===== config.mk =====
export PLATFORM = sky130hd
export DESIGN_NAME = multicycle_control_flat
export DESIGN_NICKNAME = d
export VERILOG_FILES = /design/src/rtl/mips_ctrl_pkg.sv /design/src/rtl/multicycle_control_if.sv /design/src/rtl/control_decode.sv /design/src/rtl/multicycle_control.sv /design/src/flat_wrapper.sv
export SDC_FILE = /design/constraint.sdc
export NUM_CORES = 1
export LEC_CHECK = 0
export CORE_UTILIZATION = 53
export CTS_CLUSTER_DIAMETER = 150
export DETAILED_ROUTE_END_ITERATION = 8
export GPL_ROUTABILITY_DRIVEN = 0
export PLACE_DENSITY = 0.9
export SLEW_MARGIN = 0
export SYNTH_ARGS = -nofsm -noshare
export SYNTH_HDL_FRONTEND = slang
export SYNTH_SLANG_ARGS = --single-unit

===== constraint.sdc =====
create_clock -name clk -period 3.8 [get_ports clk]
set_input_delay 0.57 -clock clk [delete_from_list [all_inputs] [get_ports clk]]
set_output_delay 0.57 -clock clk [all_outputs]
set_load 0.05 [all_outputs]

===== src/rtl/mips_ctrl_pkg.sv =====
// mips_ctrl_pkg: shared encodings for the multi-cycle MIPS control FSM
// Holds the FSM state encoding, the instruction class produced by the decoder,
// and the opcode, aluOp and pcSrc codes used by the controller.
package mips_ctrl_pkg;
    typedef enum logic [2:0] {FETCH, DECODE, EXEC, EXWAIT, MEM, WB, BRANCH, HALT} stateT;
    typedef enum logic [2:0] {CLS_ALU, CLS_LD, CLS_ST, CLS_BR, CLS_JMP, CLS_ILL} classT;
    localparam logic [3:0] OP_RTYPE = 4'd0;
    localparam logic [3:0] OP_ADDI = 4'd1;
    localparam logic [3:0] OP_ANDI = 4'd2;
    localparam logic [3:0] OP_ORI = 4'd3;
    localparam logic [3:0] OP_SLTI = 4'd4;
    localparam logic [3:0] OP_LW = 4'd5;
    localparam logic [3:0] OP_SW = 4'd6;
    localparam logic [3:0] OP_BEQ = 4'd7;
    localparam logic [3:0] OP_J = 4'd8;
    localparam logic [2:0] ALU_ADD = 3'b000;
    localparam logic [2:0] ALU_SUB = 3'b001;
    localparam logic [2:0] ALU_FUNCT = 3'b010;
    localparam logic [2:0] ALU_AND = 3'b011;
    localparam logic [2:0] ALU_OR = 3'b100;
    localparam logic [2:0] ALU_SLT = 3'b101;
    localparam logic [1:0] PC_SEQ = 2'b00;
    localparam logic [1:0] PC_BRANCH = 2'b01;
    localparam logic [1:0] PC_JUMP = 2'b10;
endpackage


===== src/rtl/multicycle_control_if.sv =====
// multicycle_control_if: control/status bundle between the FSM and the datapath + memories
// master: the controller (takes instr/zero/acks, drives every enable and select)
// slave:  the datapath/memory side
interface multicycle_control_if;
    logic [15:0] instr;
    logic zero;
    logic imemAck;
    logic dmemAck;
    logic imemReq;
    logic dmemReq;
    logic dmemWe;
    logic irWrite;
    logic pcWrite;
    logic [1:0] pcSrc;
    logic aluSrc;
    logic [2:0] aluOp;
    logic regDst;
    logic memToReg;
    logic regWrite;
    logic illegal;
    logic busError;
    modport master (
        input instr, zero, imemAck, dmemAck,
        output imemReq, dmemReq, dmemWe, irWrite, pcWrite, pcSrc, aluSrc, aluOp,
        output regDst, memToReg, regWrite, illegal, busError
    );
    modport slave (
        output instr, zero, imemAck, dmemAck,
        input imemReq, dmemReq, dmemWe, irWrite, pcWrite, pcSrc, aluSrc, aluOp,
        input regDst, memToReg, regWrite, illegal, busError
    );
endinterface


===== src/rtl/control_decode.sv =====
// control_decode: combinational opcode decoder for the multi-cycle controller
// opcode in 4: instr[15:12]; aluSrc/aluOp: execute selects; regDst/memToReg: write-back
// selects; cls: instruction class steering the FSM (alu/ld/st/br/jmp/illegal).
module control_decode
    import mips_ctrl_pkg::*;
(
    input  logic [3:0] opcode,
    output logic       aluSrc,
    output logic [2:0] aluOp,
    output logic       regDst,
    output logic       memToReg,
    output classT      cls
);
    always_comb begin
        aluSrc = 1'b1;
        aluOp = ALU_ADD;
        regDst = 1'b0;
        memToReg = 1'b0;
        cls = CLS_ALU;
        case (opcode)
            OP_RTYPE: begin
                aluSrc = 1'b0;
                aluOp = ALU_FUNCT;
                regDst = 1'b1;
            end
            OP_ADDI: ;
            OP_ANDI: aluOp = ALU_AND;
            OP_ORI: aluOp = ALU_OR;
            OP_SLTI: aluOp = ALU_SLT;
            OP_LW: begin
                memToReg = 1'b1;
                cls = CLS_LD;
            end
            OP_SW: cls = CLS_ST;
            OP_BEQ: begin
                aluSrc = 1'b0;
                aluOp = ALU_SUB;
                cls = CLS_BR;
            end
            OP_J: begin
                aluSrc = 1'b0;
                cls = CLS_JMP;
            end
            default: begin
                aluSrc = 1'b0;
                cls = CLS_ILL;
            end
        endcase
    end
endmodule


===== src/rtl/multicycle_control.sv =====
// multicycle_control: sequencing FSM for the 16-bit multi-cycle MIPS datapath
// clk/reset: rising-edge clock, synchronous active-high reset.
// bus (master): instr/zero/imemAck/dmemAck in; memory requests, IR/PC/regfile enables,
// ALU selects and the sticky illegal/busError flags out.
// MEM_TIMEOUT: request cycles allowed without an ack before faulting into HALT.
module multicycle_control
    import mips_ctrl_pkg::*;
#(
    parameter int MEM_TIMEOUT = 15
) (
    input logic clk,
    input logic reset,
    multicycle_control_if.master bus
);
    stateT state, nextState;
    logic [3:0] opcodeQ;
    logic [7:0] cnt;
    logic imemReq, dmemReq, dmemWe, aluSrc, regDst, memToReg, regWrite, illegal, busError;
    logic [2:0] aluOp;
    classT cls;
    logic dAluSrc, dRegDst, dMemToReg;
    logic [2:0] dAluOp;
    logic [3:0] decOp;
    logic imemHit, dmemHit, waiting, timeout, holdAlu, jmpNow, brTake;
    logic unusedInstr;
    assign unusedInstr = ^bus.instr[11:0];
    // The IR already holds the new word during DECODE, so decode it live there;
    // every later state works from the copy latched at the end of DECODE.
    assign decOp = (state == DECODE) ? bus.instr[15:12] : opcodeQ;
    control_decode dec (
        .opcode(decOp),
        .aluSrc(dAluSrc),
        .aluOp(dAluOp),
        .regDst(dRegDst),
        .memToReg(dMemToReg),
        .cls(cls)
    );
    // Acks only count against a request that is actually up.
    assign imemHit = imemReq && bus.imemAck;
    assign dmemHit = dmemReq && bus.dmemAck;
    assign waiting = (imemReq && !bus.imemAck) || (dmemReq && !bus.dmemAck);
    // cnt holds the request cycles already spent; this cycle would make it MEM_TIMEOUT.
    assign timeout = waiting && (({1'b0, cnt} + 9'd1) == 9'(MEM_TIMEOUT));
    assign holdAlu = nextState inside {EXEC, EXWAIT, MEM, WB, BRANCH};
    assign jmpNow = (state == DECODE) && (cls == CLS_JMP);
    assign brTake = (state == BRANCH) && bus.zero;
    always_comb begin
        nextState = state;
        case (state)
            FETCH: nextState = imemHit ? DECODE : timeout ? HALT : FETCH;
            DECODE: nextState = (cls == CLS_JMP || cls == CLS_ILL) ? FETCH : EXEC;
            EXEC: nextState = (cls == CLS_BR) ? BRANCH : EXWAIT;
            EXWAIT: nextState = (cls == CLS_BR) ? BRANCH : (cls == CLS_LD || cls == CLS_ST) ? MEM : WB;
            MEM: nextState = dmemHit ? ((cls == CLS_ST) ? FETCH : WB) : timeout ? HALT : MEM;
            WB: nextState = FETCH;
            BRANCH: nextState = FETCH;
            HALT: nextState = HALT;
        endcase
    end
    // Moore outputs are registered from the next state; right after reset the FSM
    // spends one cycle in FETCH with the request still low so nothing moves while
    // reset is held.
    always_ff @(posedge clk) begin
        if (reset) begin
            state <= FETCH;
            opcodeQ <= '0;
            cnt <= '0;
            imemReq <= 1'b0;
            dmemReq <= 1'b0;
            dmemWe <= 1'b0;
            aluSrc <= 1'b0;
            aluOp <= ALU_ADD;
            regDst <= 1'b0;
            memToReg <= 1'b0;
            regWrite <= 1'b0;
            illegal <= 1'b0;
            busError <= 1'b0;
        end else begin
            state <= nextState;
            cnt <= (nextState != state) ? 8'd0 : cnt + 8'(imemReq | dmemReq);
            if (state == DECODE) opcodeQ <= bus.instr[15:12];
            imemReq <= nextState == FETCH;
            dmemReq <= nextState == MEM;
            dmemWe <= nextState == MEM && cls == CLS_ST;
            aluSrc <= holdAlu && dAluSrc;
            aluOp <= holdAlu ? dAluOp : ALU_ADD;
            regDst <= nextState == WB && dRegDst;
            memToReg <= nextState == WB && dMemToReg;
            regWrite <= nextState == WB;
            illegal <= illegal || (state == DECODE && cls == CLS_ILL);
            busError <= busError || timeout;
        end
    end
    assign bus.imemReq = imemReq;
    assign bus.dmemReq = dmemReq;
    assign bus.dmemWe = dmemWe;
    assign bus.irWrite = imemHit;
    assign bus.pcWrite = imemHit || jmpNow || brTake;
    assign bus.pcSrc = jmpNow ? PC_JUMP : brTake ? PC_BRANCH : PC_SEQ;
    assign bus.aluSrc = aluSrc;
    assign bus.aluOp = aluOp;
    assign bus.regDst = regDst;
    assign bus.memToReg = memToReg;
    assign bus.regWrite = regWrite;
    assign bus.illegal = illegal;
    assign bus.busError = busError;
endmodule


===== src/flat_wrapper.sv =====
// flat-port wrapper written by rule: the top's interface ports become plain ports
module multicycle_control_flat import mips_ctrl_pkg::*;
#(
    parameter int MEM_TIMEOUT = 15
)
  (clk, reset, bus_instr, bus_zero, bus_imemAck, bus_dmemAck, bus_imemReq, bus_dmemReq, bus_dmemWe, bus_irWrite, bus_pcWrite, bus_pcSrc, bus_aluSrc, bus_aluOp, bus_regDst, bus_memToReg, bus_regWrite, bus_illegal, bus_busError);
  multicycle_control_if bus_i ();
  input logic clk;
  input logic reset;
  input wire logic [$bits(bus_i.instr)-1:0] bus_instr;
  input wire logic [$bits(bus_i.zero)-1:0] bus_zero;
  input wire logic [$bits(bus_i.imemAck)-1:0] bus_imemAck;
  input wire logic [$bits(bus_i.dmemAck)-1:0] bus_dmemAck;
  output wire logic [$bits(bus_i.imemReq)-1:0] bus_imemReq;
  output wire logic [$bits(bus_i.dmemReq)-1:0] bus_dmemReq;
  output wire logic [$bits(bus_i.dmemWe)-1:0] bus_dmemWe;
  output wire logic [$bits(bus_i.irWrite)-1:0] bus_irWrite;
  output wire logic [$bits(bus_i.pcWrite)-1:0] bus_pcWrite;
  output wire logic [$bits(bus_i.pcSrc)-1:0] bus_pcSrc;
  output wire logic [$bits(bus_i.aluSrc)-1:0] bus_aluSrc;
  output wire logic [$bits(bus_i.aluOp)-1:0] bus_aluOp;
  output wire logic [$bits(bus_i.regDst)-1:0] bus_regDst;
  output wire logic [$bits(bus_i.memToReg)-1:0] bus_memToReg;
  output wire logic [$bits(bus_i.regWrite)-1:0] bus_regWrite;
  output wire logic [$bits(bus_i.illegal)-1:0] bus_illegal;
  output wire logic [$bits(bus_i.busError)-1:0] bus_busError;
  assign bus_i.instr = bus_instr;
  assign bus_i.zero = bus_zero;
  assign bus_i.imemAck = bus_imemAck;
  assign bus_i.dmemAck = bus_dmemAck;
  assign bus_imemReq = bus_i.imemReq;
  assign bus_dmemReq = bus_i.dmemReq;
  assign bus_dmemWe = bus_i.dmemWe;
  assign bus_irWrite = bus_i.irWrite;
  assign bus_pcWrite = bus_i.pcWrite;
  assign bus_pcSrc = bus_i.pcSrc;
  assign bus_aluSrc = bus_i.aluSrc;
  assign bus_aluOp = bus_i.aluOp;
  assign bus_regDst = bus_i.regDst;
  assign bus_memToReg = bus_i.memToReg;
  assign bus_regWrite = bus_i.regWrite;
  assign bus_illegal = bus_i.illegal;
  assign bus_busError = bus_i.busError;
  multicycle_control #(.MEM_TIMEOUT(MEM_TIMEOUT)) u_core (.clk(clk), .reset(reset), .bus(bus_i));
endmodule

==> metrics.md, run 1 <==
| Metric | Value |
|---|---|
| Clock transition at path regs | `about 0.14 ns` |
| Drt drc | `4` |
| Clock Skew | `~0.0031 ns` |
| CTS sink count | `27` |
| Cts repair resizes | `0` |
| Initial Util | `a little under three fifths` |
| Multiplexer share of the synthesized area | `under 10%` |
| Routed vias | `between 1500 and 2000` |
| Arrival time worst endpoint | `just over 3 ns` |
| Status | `finished with violations` |
| Post-Synth Simple-Gate Area | `around a third` |
| DR WL/cell | `about 16 µm` |
| Post-synthesis sequential area ratio | `between 30% and 40%` |
| Fin crit period | `approximately 3.6 ns` |
| Final Power | `approximately 0.0014 W` |
| LEAKAGE | `around 0.65 nW` |
| Largest family of logic cells by synthesized area | `simple AND/OR/NAND/NOR gates` |
| Htree depth | `1` |
| Nets | `226` |
| Post-Syn Area | `roughly 1600 µm²` |
| Power density over the cells | `758.4 nW/µm²` |
| IO Port Bufs | `24` |
| Final hold vios | `0` |
| Worst slew pin tran | `0.6310 ns` |
| Crit path capture type | `output port` |
| Buf/Inv on CP | `2` |
| Synth Area in Adders | `approximately 1.6%` |
| Clock root buffer | `clkbuf_4` |
| Most frequent cells in the layout | `dfxtp_1, clkdlybuf4s50_1, nor2_1` |
| Post-Syn Area per Cell | `a little under 9 µm²` |
| Xor and xnor area share after synthesis | `4.406%` |
| CTS tree | `yes` |
| Area growth syn-to-layout | `16.99%` |
| Share of synthesized registers carrying an async set or reset | `0%` |
| Setup Fix Bufs, Post-CTS | `0` |
| DRT iter0 DRCs | `80` |
| CP max stage cell | `clkdlybuf4s50_1` |
| Yosys warnings | `0` |
| Post-Synthesis Cells | `approximately 180` |
| Crit-path max cell delay | `0.79 ns` |
| Largest net degree at the start of global routing | `20` |
| Drt pass-1 iters | `6` |
| Height of the die | `roughly 57 µm` |
| Crit. Startpoint | `bus_instr[14]` |
| Syn nets | `about 210` |
| Max-slew violation count | `0` |
| IO Count | `37` |
| Share of layout cells above drive strength 1 | `10.40%` |
| Area of the multi-input gates | `between 900 and 1000 µm²` |
| Post-synthesis compound-gate area fraction | `18.10%` |
| Sequence of cells on the critical path | `clkdlybuf4s50_1, or3_1, nor4_1, or3_1, clkdlybuf4s50_1` |
| Worst rel slew slack | `between 50% and 60%` |
| Commonest non-fill, non-tap cell in the layout | `dfxtp_1` |
| First-pass GRT wire length | `6596 µm` |
| ANT nets after route | `0` |
| Crit path max-delay family | `buffers and inverters` |
| Startpoint types | `input port` |
| Min-delay worst type | `flip-flop to flip-flop` |
| # hold bufs at CTS | `0` |
| EDFF count, synth | `0` |
| Fmax | `0.2785 GHz` |
| Final WL | `3839 µm` |
| Failing checks | `design-rule violations` |
| Vias in the first global route | `about 1400` |
| # diodes | `0` |
| Max Root-Sink Buffers | `2` |
| Reg2reg start | `u_core.cnt[3]` |
| Core Footprint | `around 2800 µm²` |
| Fillers | `between 200 and 250` |
| Skew-Pair Late Insertion Delay | `between 0.3 and 0.4 ns` |
| Num CTS Buffers | `3` |
| Total track usage | `between 20% and 30%` |
| Hold wc startpoint | `u_core.bus.busError` |
| Die Wd | `56.78 µm` |
| Crit path max fanout | `7` |
| Unrepaired setup endpoints after global routing | `no` |
| Synth cell types | `between 50 and 60` |
| Gr ovfl total | `0` |
| Hold Slack | `0.4835 ns` |
| Final instance area | `about 1900 µm²` |
| Period utilisation layout | `94.50%` |
| Peak supply drop | `between 0.3 and 0.4 mV` |
| Post-DP HPWL | `around 2800 µm` |
| Drt via density | `approximately 6.5` |
| Row count | `19` |
| Sequential cell area | `between 500 and 600 µm²` |
| Total of max-cap violations | `0` |
| Final Util | `66.32%` |
| Register bit count reported by yosys | `27` |
| # setup viols final | `0` |
| DP Area | `roughly 1800 µm²` |
| WS Path Type | `input port to output port` |
| Req. time, crit path | `between 3 and 4 ns` |
| Die footprint | `between 3000 and 4000 µm²` |
| Initial antenna violation count | `0` |
| Final setup TNS | `0 ns` |
| Dominant synthesized flop cell | `dfxtp_1` |
-- per-stage QoR --
stage               std cells  worst slack, ns
global placement          229           0.3678
global route              233           0.1258
floorplan                 183            1.442
detailed placement        229           0.3095
CTS                       233           0.2246
finish                    233           0.2091
-- cells in the mapped netlist (3+ instances only) --
library cell	instances	area, µm²
inv_1	3	11.26
a31oi_1	3	18.77
xnor2_1	3	26.28
nor2b_1	3	18.77
mux2i_1	3	30.03
nand3_1	9	45.04
clkbuf_1	6	22.52
nand3b_1	4	30.03
dfxtp_1	27	540.5
nor3b_1	4	30.03
xor2_1	5	43.79
and2_1	3	18.77
nand2b_1	5	31.28
nor4_1	6	37.54
nor2_1	18	67.56
nand2_1	17	63.81
nor3_1	12	60.06
-- registers in the layout (all words and copies together), names as in the netlist, 3 cells and up --
register	count
u_core.cnt	8
u_core.state	3
u_core.bus.aluOp	3
u_core.opcodeQ	4
-- per-layer routing --
metal  GRT usage (%)  vias up  part of all wire [%]
li1                -      715                     -
met1           33.72      713                    43
met4           11.85        0                   2.3
met3           2.995       12                   6.4
met2           43.03       68                    48
met5               0        -                     0
-- worst paths after layout --
path              slack (ns)                   to  cells past startpoint
setup / recovery        0.21          bus_pcWrite                      5
hold / removal          0.48  u_core.bus.busError                      2
setup reg to reg        1.40        u_core.cnt[6]                      5
hold reg to reg         0.48  u_core.bus.busError                      2
-- kinds of logic after synthesis --
family	count (synthesis)
AOI/OAI and AO/OA	29
xor gates and xnor gates	8
adders and majority gates	2
buffers and inverters	13
DFF	27
muxes	5
and+or+nand+nor	99
-- where the power goes --
group | leakage (nW) | switching (W) | internal [W] | total [W]
logic | 0.420 | 0.000541 | 0.000306 | 0.000847
registers | 0.219 | 0.000103 | 0.000335 | 0.000438
clock network | 0.0150 | 0.0000845 | 0.0000412 | 0.000126
total | 0.654 | 0.000729 | 0.000682 | 0.00141
-- worst reg2reg max path, delay by kind of cell, from the launching register on --
family / cells / cell delay, ns
DFF: 1 / 0.44
AOI/OAI and AO/OA: 3 / 1.20
and+or+nand+nor: 2 / 0.63
-- final cells by class --
class | instances | area share, %
sequential | 27 | 29.05
clock buffer | 4 | 1.412
tap | 31 | 2.085
timing repair buffer | 25 | 13.32
multi-input combinational | 143 | 53.53
inverter | 3 | 0.6052
(Power assumes the default switching activity.)
==> inputs of run 2 (changes only) <==
--- a/config.mk
+++ b/config.mk
@@ -10,6 +10,7 @@
 export DETAILED_ROUTE_END_ITERATION = 8
 export GPL_ROUTABILITY_DRIVEN = 0
 export PLACE_DENSITY = 0.9
+export SETUP_SLACK_MARGIN = 0.5
 export SLEW_MARGIN = 0
 export SYNTH_ARGS = -nofsm -noshare
 export SYNTH_HDL_FRONTEND = slang
==> run 2 against run 1 <==
Against the previous run: core utilization up 0.13 points; clock skew up 0.0049 ns; non-clock buffer count unchanged; fmax up 13%; final cell count unchanged; sequential cell count unchanged; die area unchanged; power up 0.24%; the flow still finishes with violations (design-rule violations); sequential power about the same; combinational power about the same; largest power group unchanged.
==> metrics.md, run 2 (same netlist as run 1, synthesis figures left out) <==
| Metric | Value |
|---|---|
| Core Footprint | `2805 µm² (unchanged)` |
| Final hold vios | `0 (unchanged)` |
| DP Area | `1834 µm² (unchanged)` |
| Peak supply drop | `0.3762 mV (about the same)` |
| CTS tree | `yes` |
| ANT nets after route | `0 (unchanged)` |
| CTS sink count | `27 (unchanged)` |
| DRT iter0 DRCs | `114 (+43%)` |
| Cell Int Power | `0.0006800 W (-0.29%)` |
| Arrival time worst endpoint | `2.61 ns (-0.41 ns)` |
| Top Layer Used | `met4` |
| Gr ovfl total | `0 (unchanged)` |
| Worst rel slew slack | `56.96% (-0.84 points)` |
| Nets | `226 (unchanged)` |
| Most flops, register | `u_core.cnt` |
| Setup Fix Bufs, Post-CTS | `0 (unchanged)` |
| LEAKAGE | `0.6634 nW (+1.4%)` |
| Area growth syn-to-layout | `17.23%` |
| Net Sw Frac | `51.92% (+0.26 points)` |
| Routed vias | `1501 (-0.46%)` |
| Period utilisation layout | `83.58% (-11 points)` |
| Num CTS Buffers | `3 (unchanged)` |
| Status | `finished with violations` |
| Placed cells | `229 (unchanged)` |
| Req. time, crit path | `3.23 ns (about the same)` |
| Psw | `0.0007343 W (+0.74%)` |
| Power density over the cells | `758.6 nW/µm² (about the same)` |
| Fmax | `0.3149 GHz (+13%)` |
| Clock share of power | `9.0% (about the same)` |
| Height of the die | `56.78 µm (unchanged)` |
| Startpoint types | `input port` |
| Initial antenna violation count | `0 (unchanged)` |
| DR WL/cell | `16.83 µm (+2.2%)` |
| Drt pass-1 iters | `7 (+1)` |
| Drt via density | `6.442 (-0.46%)` |
| Drt drc | `4 (unchanged)` |
| Worst slew pin tran | `0.6436 ns (+0.01260 ns)` |
| Row count | `19 (unchanged)` |
| WS Path Type | `input port to output port` |
| Largest net degree at the start of global routing | `20 (unchanged)` |
| Final Power | `0.001414 W (+0.24%)` |
| Total track usage | `25.95% (unchanged)` |
| Final WL | `3922 µm (+2.2%)` |
| # setup viols final | `0 (unchanged)` |
| Max-slew violation count | `0 (unchanged)` |
| Die Wd | `56.78 µm (unchanged)` |
| Clock Skew | `0.008070 ns (+0.004947 ns)` |
| Initial Util | `56.69% (unchanged)` |
| Min-delay worst type | `flip-flop to flip-flop` |
| IO Count | `37 (unchanged)` |
| Commonest non-fill, non-tap cell in the layout | `dfxtp_1` |
| Final setup TNS | `0 ns (unchanged)` |
| Vias in the first global route | `1423 (unchanged)` |
| Clock root buffer | `clkbuf_4` |
| Max FFs per register | `8 (unchanged)` |
| Gate power share | `59.8% (-0.2 points)` |
| Die footprint | `3223 µm² (unchanged)` |
| Max Root-Sink Buffers | `2 (unchanged)` |
| Metal2 WL | `1829 µm (-0.54%)` |
| Post-DP HPWL | `2751 µm (unchanged)` |
| Htree depth | `1 (unchanged)` |
| IO Port Bufs | `24 (unchanged)` |
| Crit path capture type | `output port` |
| Final instance area | `1864 µm² (+0.20%)` |
| # diodes | `0 (unchanged)` |
| Crit path max fanout | `7 (unchanged)` |
| Share of layout cells above drive strength 1 | `10.89% (+0.50 points)` |
| Most frequent cells in the layout | `dfxtp_1, clkdlybuf4s50_1, nor2_1` |
| Metal-1 WL | `1705 µm (+2.5%)` |
| Clock transition at path regs | `0.14 ns (about the same)` |
| First-pass GRT wire length | `6596 µm (unchanged)` |
| Fin crit period | `3.176 ns (-0.4149 ns)` |
| Total of max-cap violations | `0 (unchanged)` |
| Seq pwr share | `31.2% (about the same)` |
| Failing checks | `design-rule violations` |
| Met3 wire len | `287 µm (+16%)` |
| Skew-Pair Late Insertion Delay | `0.33 ns (about the same)` |
| Unrepaired setup endpoints after global routing | `no` |
| Largest regs | `u_core.cnt: 8 flops, u_core.opcodeQ: 4 flops` |
| Post-Layout Cell Count | `233 (unchanged)` |
## run 2: path summary, 6_finish.rpt
path | start | endpoint | slack, ns | cells after the start
min | u_core.bus.busError | u_core.bus.busError | 0.48 | 2
max reg2reg | u_core.cnt[3] | u_core.cnt[6] | 1.39 | 5
max | bus_instr[14] | bus_pcWrite | 0.62 | 5
min reg2reg | u_core.bus.busError | u_core.bus.busError | 0.48 | 2
## run 2: timing repair
| action | CTS | global route |
|---|---|---|
| endpoints found under the hold margin | 0 | 0 |
| endpoints found under the setup margin | 2 | 1 |
| gates resized for setup | 2 | 1 |
| hold buffers | 0 | 0 |
## run 2: critical path, stage by stage
cell             delay, ns
clkdlybuf4s50_1       0.53
or3_1                 0.47
nor4_2                0.35
or3_1                 0.16
dlygate4sd2_1         0.52
## run 2: power groups by stage
stage	clock [W]	combinational [W]	sequential, W
floorplan	0	0.000628	0.000439
global placement	0	0.000800	0.000431
detailed placement	0	0.000823	0.000441
CTS	0.000126	0.000829	0.000434
global route	0.000138	0.000901	0.000453
finish	0.000127	0.000846	0.000441
## run 2: per-stage QoR
step / hold WS [ns] / setup slack [ns] / util [%]
after CTS: 0.4871 / 0.5174 / 66.24
after global routing: 0.5513 / 0.5515 / 66.46
after floorplan: 0.5109 / 1.442 / -
after global placement: 0.4495 / 0.3678 / 65.39
final: 0.4836 / 0.6240 / 66.46
after detailed placement: 0.4560 / 0.3095 / 65.39
## run 2: layer usage
metal / global-route usage [%] / vias up
met4: 11.85 / 0
li1: - / 713
met5: 0 / -
met1: 33.72 / 696
met3: 2.995 / 15
met2: 43.03 / 77
## run 2: cell type report
| type | count | area, µm² |
|---|---|---|
| fillers | 235 | 940.9 |
| repair buffers | 25 | 245.2 |
| multi-input cells | 143 | 1002 |
| clock buffers | 4 | 26.28 |
| flip-flops and latches | 27 | 540.5 |
| inverters | 3 | 11.26 |
| well taps | 31 | 38.79 |
